===== config.mk =====
export PLATFORM = sky130hd
export DESIGN_NAME = riscv_fetch_unit
export DESIGN_NICKNAME = d
export VERILOG_FILES = /design/src/rtl/riscv_fetch_unit.sv
export SDC_FILE = /design/constraint.sdc
export NUM_CORES = 1
export LEC_CHECK = 0
export BUFFER_PORTS_ARGS = -buffer_cell sky130_fd_sc_hd__buf_2
export CELL_PAD_IN_SITES_DETAIL_PLACEMENT = 0
export CELL_PAD_IN_SITES_GLOBAL_PLACEMENT = 1
export CORE_ASPECT_RATIO = 0.8
export CORE_UTILIZATION = 25
export CTS_CLUSTER_DIAMETER = 100
export CTS_CLUSTER_SIZE = 8
export DETAILED_ROUTE_END_ITERATION = 10
export MAX_ROUTING_LAYER = met4
export PLACE_DENSITY = 0.58
export SYNTH_ARGS = -nofsm -noshare
export SYNTH_HDL_FRONTEND = slang
export SYNTH_SLANG_ARGS = --single-unit

===== constraint.sdc =====
create_clock -name clk -period 13.12 [get_ports clk]
set_clock_uncertainty 0.05 [all_clocks]
set_input_delay 1.312 -clock clk [delete_from_list [all_inputs] [get_ports clk]]
set_output_delay 1.312 -clock clk [all_outputs]
set_load 0.005 [all_outputs]

===== src/rtl/riscv_fetch_unit.sv =====
// rtl/riscv_fetch_unit.sv - instruction fetch stage: PC, credit-limited imem requests, prefetch FIFO, redirect flush
module riscv_fetch_unit #(
    parameter int                 WIDTH      = 32,
    parameter logic [WIDTH-1:0]   RESET_PC   = '0,
    parameter int                 FIFO_DEPTH = 4
) (
    input  logic             clk,
    input  logic             rst,
    output logic             imem_req_valid,
    input  logic             imem_req_ready,
    output logic [WIDTH-1:0] imem_req_addr,
    input  logic             imem_rsp_valid,
    input  logic [WIDTH-1:0] imem_rsp_data,
    input  logic             redirect_valid,
    input  logic [WIDTH-1:0] redirect_pc,
    output logic             instr_valid,
    input  logic             instr_ready,
    output logic [WIDTH-1:0] instr_data,
    output logic [WIDTH-1:0] instr_pc
);

    localparam int AW = $clog2(FIFO_DEPTH);
    localparam int CW = AW + 1;
    localparam logic [CW:0] DEPTH_W = (CW+1)'(FIFO_DEPTH);

    logic [WIDTH-1:0] fetch_pc;
    logic [WIDTH-1:0] rsp_pc;
    logic [CW-1:0]    count;
    logic [CW-1:0]    outstanding;
    logic [CW-1:0]    drop_cnt;
    logic [AW-1:0]    head;
    logic [AW-1:0]    tail;
    logic [WIDTH-1:0] fifo_data [FIFO_DEPTH];
    logic [WIDTH-1:0] fifo_pc   [FIFO_DEPTH];

    logic             req_fire;
    logic             push;
    logic             pop;
    logic             drop;
    logic [CW:0]      credit_used;
    logic [WIDTH-1:0] redirect_aligned;

    // Every issued request reserves a FIFO slot, so responses can never overflow it.
    assign credit_used      = {1'b0, count} + {1'b0, outstanding};
    assign imem_req_valid   = !rst && !redirect_valid && (credit_used < DEPTH_W);
    assign imem_req_addr    = fetch_pc;
    assign req_fire         = imem_req_valid && imem_req_ready;
    assign redirect_aligned = {redirect_pc[WIDTH-1:2], 2'b00};

    assign drop        = imem_rsp_valid && (drop_cnt != '0);
    assign push        = imem_rsp_valid && (drop_cnt == '0) && !redirect_valid;
    assign instr_valid = (count != '0);
    assign pop         = instr_valid && instr_ready && !redirect_valid;
    assign instr_data  = fifo_data[head];
    assign instr_pc    = fifo_pc[head];

    always_ff @(posedge clk or posedge rst) begin
        if (rst) begin
            fetch_pc    <= RESET_PC;
            rsp_pc      <= RESET_PC;
            count       <= '0;
            outstanding <= '0;
            drop_cnt    <= '0;
            head        <= '0;
            tail        <= '0;
            for (int i = 0; i < FIFO_DEPTH; i++) begin
                fifo_data[i] <= '0;
                fifo_pc[i]   <= '0;
            end
        end else begin
            outstanding <= outstanding + CW'(req_fire) - CW'(imem_rsp_valid);
            if (redirect_valid) begin
                // Whatever is still in flight belongs to the old path and must be discarded.
                fetch_pc <= redirect_aligned;
                rsp_pc   <= redirect_aligned;
                count    <= '0;
                head     <= '0;
                tail     <= '0;
                drop_cnt <= outstanding - CW'(imem_rsp_valid);
            end else begin
                if (req_fire) begin
                    fetch_pc <= fetch_pc + WIDTH'(4);
                end
                if (drop) begin
                    drop_cnt <= drop_cnt - CW'(1);
                end
                if (push) begin
                    fifo_data[tail] <= imem_rsp_data;
                    fifo_pc[tail]   <= rsp_pc;
                    tail            <= tail + AW'(1);
                    rsp_pc          <= rsp_pc + WIDTH'(4);
                end
                if (pop) begin
                    head <= head + AW'(1);
                end
                count <= count + CW'(push) - CW'(pop);
            end
        end
    end

endmodule

==> results of run 1 <==
## cell type report
cell class | instances | area, µm²
inverters | 24 | 97.6
repair buffers | 170 | 886
flip-flops and latches | 321 | 8040
well taps | 769 | 962
clock buffers | 50 | 1190
clock inverters | 3 | 37.5
diodes | 1 | 2.50
fillers | 5948 | 40800
multi-input cells | 664 | 6480
## layer usage
| layer | track usage (%) | vias to the layer above |
|---|---|---|
| met5 | - | - |
| met4 | 4.03 | 0 |
| met3 | 2.32 | 66 |
| met2 | 20.2 | 167 |
| met1 | 18.0 | 4868 |
| li1 | - | 4208 |
## cell families after synthesis
group,synth area share (%)
compound gates,3.44
xor+xnor,2.88
fa+ha+maj,1.61
buf+inv,2.89
flops,53.9
mux,28.2
other cells,0.0252
simple gates,7.10
## sequential cells by signal (all words and copies together) (netlist names)
| name | count |
|---|---|
| count | 3 |
| drop_cnt | 3 |
| rsp_pc | 30 |
| tail | 2 |
| fifo_pc | 120 |
| outstanding | 3 |
| imem_req_addr | 30 |
| fifo_data | 128 |
| head | 2 |
## worst max-delay path, stage by stage (launching register included)
cell	delay [ns]
dfrtp_4	0.78
buf_4	0.77
mux4_2	0.69
buf_2	0.17
## stage by stage
stage | cells | hold slack [ns] | area, µm²
floorplan | 1082 | 0.395 | 14900
global placement | 1948 | 0.406 | 16500
detailed placement | 1948 | 0.423 | 16500
CTS | 2001 | 0.433 | 17700
global route | 2001 | 0.457 | 17700
finish | 2002 | 0.427 | 17700
## cell usage after synthesis (all sizes together) (3+ instances only)
library cell | number | area (µm²)
a21boi | 6 | 45.1
a21o | 5 | 37.5
a21oi | 12 | 60.1
a31oi | 3 | 18.8
and2 | 4 | 25.0
and3 | 5 | 31.3
and4 | 6 | 52.6
buf | 41 | 216
clkbuf | 32 | 124
dfrtp | 321 | 8030
ha | 16 | 200
inv | 24 | 90.1
mux2 | 248 | 2790
mux4 | 62 | 1400
nand2 | 69 | 259
nand2b | 4 | 25.0
nand3 | 28 | 140
nand4 | 19 | 119
nor2 | 28 | 105
nor3 | 14 | 70.1
nor4 | 7 | 90.1
o211ai | 10 | 75.1
o21ai | 34 | 170
o311ai | 5 | 43.8
or4 | 5 | 41.3
xnor2 | 26 | 228
xor2 | 23 | 201
## how the worst max path moves through the flow
| stage | to | slack [ns] | cells past startpoint | from |
|---|---|---|---|---|
| after floorplan | count[0] | 2.87 | 1 | rst |
| after detailed placement | outstanding[2] | 8.53 | 11 | redirect_valid |
| after CTS | instr_pc[10] | 8.59 | 3 | head[0] |
| after global routing | instr_pc[10] | 8.50 | 3 | head[0] |
| final | instr_pc[10] | 8.76 | 3 | head[0] |
| after global placement | outstanding[2] | 8.53 | 11 | redirect_valid |
## where the power goes
part	switching, mW	internal (mW)	total [mW]
clock	0.432	0.632	1.06
combinational	0.366	0.493	0.859
sequential	0.165	1.21	1.38
total	0.964	2.34	3.30
==> metrics.txt, run 1 <==
outcome=finished with violations; failing checks=design-rule violations; CTS tree=yes; min-delay src=fifo_pc[54]; core area=58500 µm²; maximum number of pins on one net before global-route repair=164; Hold Buf Count CTS=0; RR Startpoint=outstanding[2]; Max Cap Viol=0; Tmin final=4.36 ns; YS warnings=0; num rows=79; layout overhead on the synthesized area=18.7%; H-tree levels=2; Min-Delay Path Depth=2; first-pass GRT wire length=59.5 mm; internal reg-to-reg setup slack=9.63 ns; Async SR Flop Fraction=100%; Num Clock Sinks=321; Starting Density=25.5%; Port Buffers=161; Root Driver=clkbuf_16; Hold Crit Class=flip-flop to flip-flop; DRT antenna net count=0; Tightest Pin Transition=1.11 ns; fin. max-slew vios=0; Fin. Hold Viols=0; Achievable Freq=0.229 GHz; Setup CP Type=flip-flop to primary output; GRT Overall Usage=13.3%; Syn Inst Count=1079; post-cts resize count=0; layout cell share with drive strength beyond 1=44.7%; chip width=275 µm; Final Power=3.30 mW; vias per std cell=4.65; Final Cycle Share=33.2%; VDD IR max=0.0920 mV; Die ar.=60600 µm²; GRT overflow=0; CP required=11.76 ns; Syn Std Cell Area=14900 µm²; relative slew slack=25.9%; setup ws final=8.76 ns; clock buffer depth=3; pwr dens=187 nW/µm²; Final #Nets=1315; DRT Wirelength=38.1 mm; final core utilization=30.2%; iteration-0 DRC count of the detailed router=417; Place WS=8.53 ns; wire length per cell=19.0 µm; Top Ports=168; top routing layer used=met4; cell count of the worst reg-to-reg path=10; Worst setup EP type=primary output; leakage=8.14 nW; DP HPWL=24.6 mm; RSZ-0062 raised after global routing=false; most common cell after layout, fill and taps aside=dfrtp_1; WL met3=1.61 mm; CP startpoint kind=flip-flop; sequential area share after synthesis=53.9%; Remaining DRCs=14; EDFF count, synth=0; CTS buffer count=46; worst r2r dst=outstanding[2]; crit path max fanout=40; DRT met1 WL=17.7 mm; synth unique cells=54; Setup Buffers After CTS=0; initial antenna violation count=3; Die Ht=220 µm; top_reg_cell synth=dfrtp_1; Reg clk slew, reported paths=0.06 ns; Total Neg Setup Slack=0 ns; #FFs+latches synth=321; Hold Path End=fifo_pc[54]; average cell area after synthesis=13.8 µm²; TritonRoute pass-1 iters=8; met2 routed WL=17.9 mm; final setup violation count=0; number of global-route vias before repair=9739; DR vias=9309; most frequent cells in the layout=319 x dfrtp_1, 248 x mux2_2, 161 x buf_2; worst-skew pair later-pin latency=0.57 ns; RePlAce Congestion=0.769; Worst EP arrival=3.00 ns
No activity file was read; power rests on OpenSTA's default activity.
==> run 2, diff against run 1 <==
ABC_AREA = 1   (was not set)
PLACE_DENSITY = 0.63   (was 0.58)
clock period = 3.67 ns   (was 13.12 ns; I/O delays follow)
==> metrics.txt, run 2 <==
Tightest Pin Transition=0.969 ns (was 1.11 ns); VDD IR max=0.322 mV (was 0.0920 mV); Max Cap Viol=0 (unchanged); top routing layer used=met4 (unchanged); relative slew slack=35.4% (was 25.9%); outcome=completed (was finished with violations); Top Ports=168 (unchanged); Placed Area=17200 µm² (was 16500 µm²); first-pass GRT wire length=75.5 mm (was 59.5 mm); Async SR Flop Fraction=100% (unchanged); most flop-heavy register=fifo_data (unchanged); Starting Density=25.6% (was 25.5%); internal reg-to-reg setup slack=1.01 ns (was 9.63 ns); top cell type's share of synthesized area=50.9% (was 53.9%); Die ar.=64100 µm² (was 60600 µm²); Worst setup EP type=primary output (unchanged); CP startpoint kind=flip-flop (unchanged); n_diodes=0 (was 1); setup ws final=0.732 ns (was 8.76 ns); core area=61700 µm² (was 58500 µm²); clock buffer depth=3 (unchanged); DP HPWL=30.8 mm (was 24.6 mm); pwr dens=682 nW/µm² (was 187 nW/µm²); Remaining DRCs=0 (was 14); Syn Std Cell Area=15800 µm² (was 14900 µm²); Die Ht=227 µm (was 220 µm); Fin Hold WS=0.0170 ns (was 0.427 ns); Fin. Hold Viols=0 (unchanged); Design Area, Final=18500 µm² (was 17700 µm²); area occupied by registers=8040 µm² (about the same); final setup violation count=0 (unchanged); DRT met1 WL=23.8 mm (was 17.7 mm); xor/xnor cell area share of the yosys netlist=1.61% (was 2.88%); Final #Nets=2135 (was 1315); fin. max-slew vios=0 (unchanged); Worst EP arrival=2.52 ns (was 3.00 ns); Reg clk slew, reported paths=0.05 ns (was 0.06 ns); Num Clock Sinks=321 (unchanged); Post-synth top cells=485 x nand2_1, 321 x dfrtp_1, 244 x o21ai_1 (was 321 x dfrtp_1, 248 x mux2_2, 69 x nand2_1); most common cell after layout, fill and taps aside=nand2_1 (was dfrtp_1); crit path launch=head[0] (unchanged); TritonRoute pass-1 iters=4 (was 8); RePlAce Congestion=0.817 (was 0.769); RSZ-0062 raised after global routing=false (unchanged); iteration-0 DRC count of the detailed router=824 (was 417); Achievable Freq=0.340 GHz; GRT overflow=0 (unchanged); initial antenna violation count=1 (was 3); Tmin final=2.94 ns; layout cell share with drive strength beyond 1=14.6% (was 44.7%); delay-heaviest family, CP=buffers and inverters (unchanged); worst-skew pair later-pin latency=0.58 ns (was 0.57 ns); DRT antenna net count=0 (unchanged); top-count cell post-synth=nand2_1 (was dfrtp_1); DR vias=13300 (was 9309); Final Cycle Share=80.1%; CP bufs+invs=3 (was 2); RR Startpoint=drop_cnt[0] (was outstanding[2]); Largest register FFs=128 (unchanged); vias per std cell=4.60 (was 4.65); #FFs+latches synth=321 (unchanged); H-tree levels=2 (unchanged); Hold Crit Class=input pin to asynchronous set/reset pin (was flip-flop to flip-flop); post-cts resize count=0 (unchanged); leakage=8.74 nW (was 8.14 nW); adder-cell share of the synthesized area=1.52% (was 1.61%); CP required=3.25 ns (was 11.76 ns); CTS tree=yes (unchanged); crit-path max cell delay=0.57 ns (was 0.78 ns); Setup CP Type=flip-flop to primary output (unchanged); fill count=6615 (was 5948); most frequent cells in the layout=485 x nand2_1, 319 x dfrtp_1, 248 x o21ai_1 (was 319 x dfrtp_1, 248 x mux2_2, 161 x buf_2); num rows=81 (was 79); crit path max fanout=46 (was 40); DRT Wirelength=47.8 mm (was 38.1 mm); maximum number of pins on one net before global-route repair=125 (was 164); CTS buffer count=46 (unchanged); Area contributors post-synth=dfrtp_1 51%, nand2_1 12%, o21ai_1 7.7% (was dfrtp_1 54%, mux2_2 19%, mux4_2 9.4%); worst r2r dst=count[2] (was outstanding[2]); EDFF count, synth=0 (unchanged); Levels on crit path=5 (was 3); mux contribution to synthesized area=0% (was 28.2%); Worst path slowest cell=clkinv_2 (was dfrtp_4); YS warnings=0 (unchanged); GRT Overall Usage=15.6% (was 13.3%); wire length per cell=16.6 µm (was 19.0 µm); Hold Buf Count CTS=4 (was 0); multi-input logic area=6560 µm² (was 6480 µm²); sequential area share after synthesis=50.9% (was 53.9%); average cell area after synthesis=8.21 µm² (was 13.8 µm²); number of global-route vias before repair=12900 (was 9739); synth unique cells=37 (was 54); Largest regs=fifo_data: 128 flops, fifo_pc: 120 flops (unchanged); Syn Inst Count=1921 (was 1079); largest family of logic cells by synthesized area=simple AND/OR/NAND/NOR gates (was multiplexers); Place WS=1.00 ns (was 8.53 ns); Post-Synth Simple-Gate Area=20.6% (was 7.10%); Root Driver=clkbuf_16 (unchanged); chip width=283 µm (was 275 µm); dominant cell type by area after synthesis=dfrtp_1 (unchanged); Synth Area in Compound Gates=17.5% (was 3.44%); Port Buffers=161 (unchanged); Setup Buffers After CTS=0 (unchanged); layout overhead on the synthesized area=17.0% (was 18.7%); critical path, cell by cell=clkinv_2 > buf_4 > o21ai_0 > o22ai_1 > buf_2 (was buf_4 > mux4_2 > buf_2); cell count of the worst reg-to-reg path=12 (was 10); top_reg_cell synth=dfrtp_1 (unchanged); WL met3=2.83 mm (was 1.61 mm); met2 routed WL=20.3 mm (was 17.9 mm)
-- run 2: changes by cell type after synthesis, sizes merged, moves of 20 or more --
cell / change
nand2: +431
o21ai: +384
mux2: -248
nor2: +180
inv: +119
mux4: -62
o22ai: +62
xnor2: -21
clkbuf: +20
nand3: +20
-- run 2: final cells by class --
cell class                      count  area share, %
Clock inverter                      4          0.298
Timing Repair Buffer              186           5.77
Multi-Input combinational cell   1348           35.5
Tap cell                          830           5.62
Sequential cell                   321           43.5
Inverter                          144           2.97
Clock buffer                       48           6.33
-- run 2: layer usage --
metal	vias up	global-route usage [%]
met5	-	-
met4	0	3.80
met3	56	3.40
met2	320	22.4
met1	6350	22.0
li1	6539	-
-- run 2: worst reg2reg max path: stages, from the launching register on --
cell	delay (ns)
dfrtp_1	0.36
inv_1	0.11
ha_1	0.21
nand3_2	0.14
nor2_4	0.33
inv_2	0.20
ha_1	0.31
inv_1	0.06
ha_1	0.13
inv_1	0.04
fa_1	0.37
o21ai_0	0.17
a21oi_1	0.06
-- run 2: how the worst max path moves through the flow --
stage                                end  slack [ns]
after floorplan           outstanding[2]       -3.19
after global placement          count[2]        1.02
after detailed placement      rsp_pc[25]        1.00
after CTS                   instr_pc[30]        0.64
after global routing        instr_pc[17]        0.52
final                       instr_pc[30]        0.73
-- run 2: where the power goes --
part           internal, mW  switching, mW  leakage, nW  total [mW]
logic                  1.48           2.41         3.89        3.89
registers              4.38          0.545         4.25        4.92
clock network          2.23           1.56        0.596        3.80
-- run 2: cell families after synthesis --
group,after synthesis
AOI/OAI and AO/OA,516
xor gates and xnor gates,29
adders and majority gates,18
buffers and inverters,255
DFF,321
other,1
and+or+nand+nor,781
-- run 2: through the flow --
| stage | instances | TNS, ns | utilization (%) | power (mW) |
|---|---|---|---|---|
| floorplan | 1924 | -417.80 | - | 7.30 |
| global placement | 2825 | 0 | 27.9 | 8.86 |
| detailed placement | 2825 | 0 | 27.9 | 8.94 |
| CTS | 2881 | 0 | 29.9 | 12.8 |
| global route | 2881 | 0 | 29.9 | 13.6 |
| finish | 2881 | 0 | 29.9 | 12.6 |
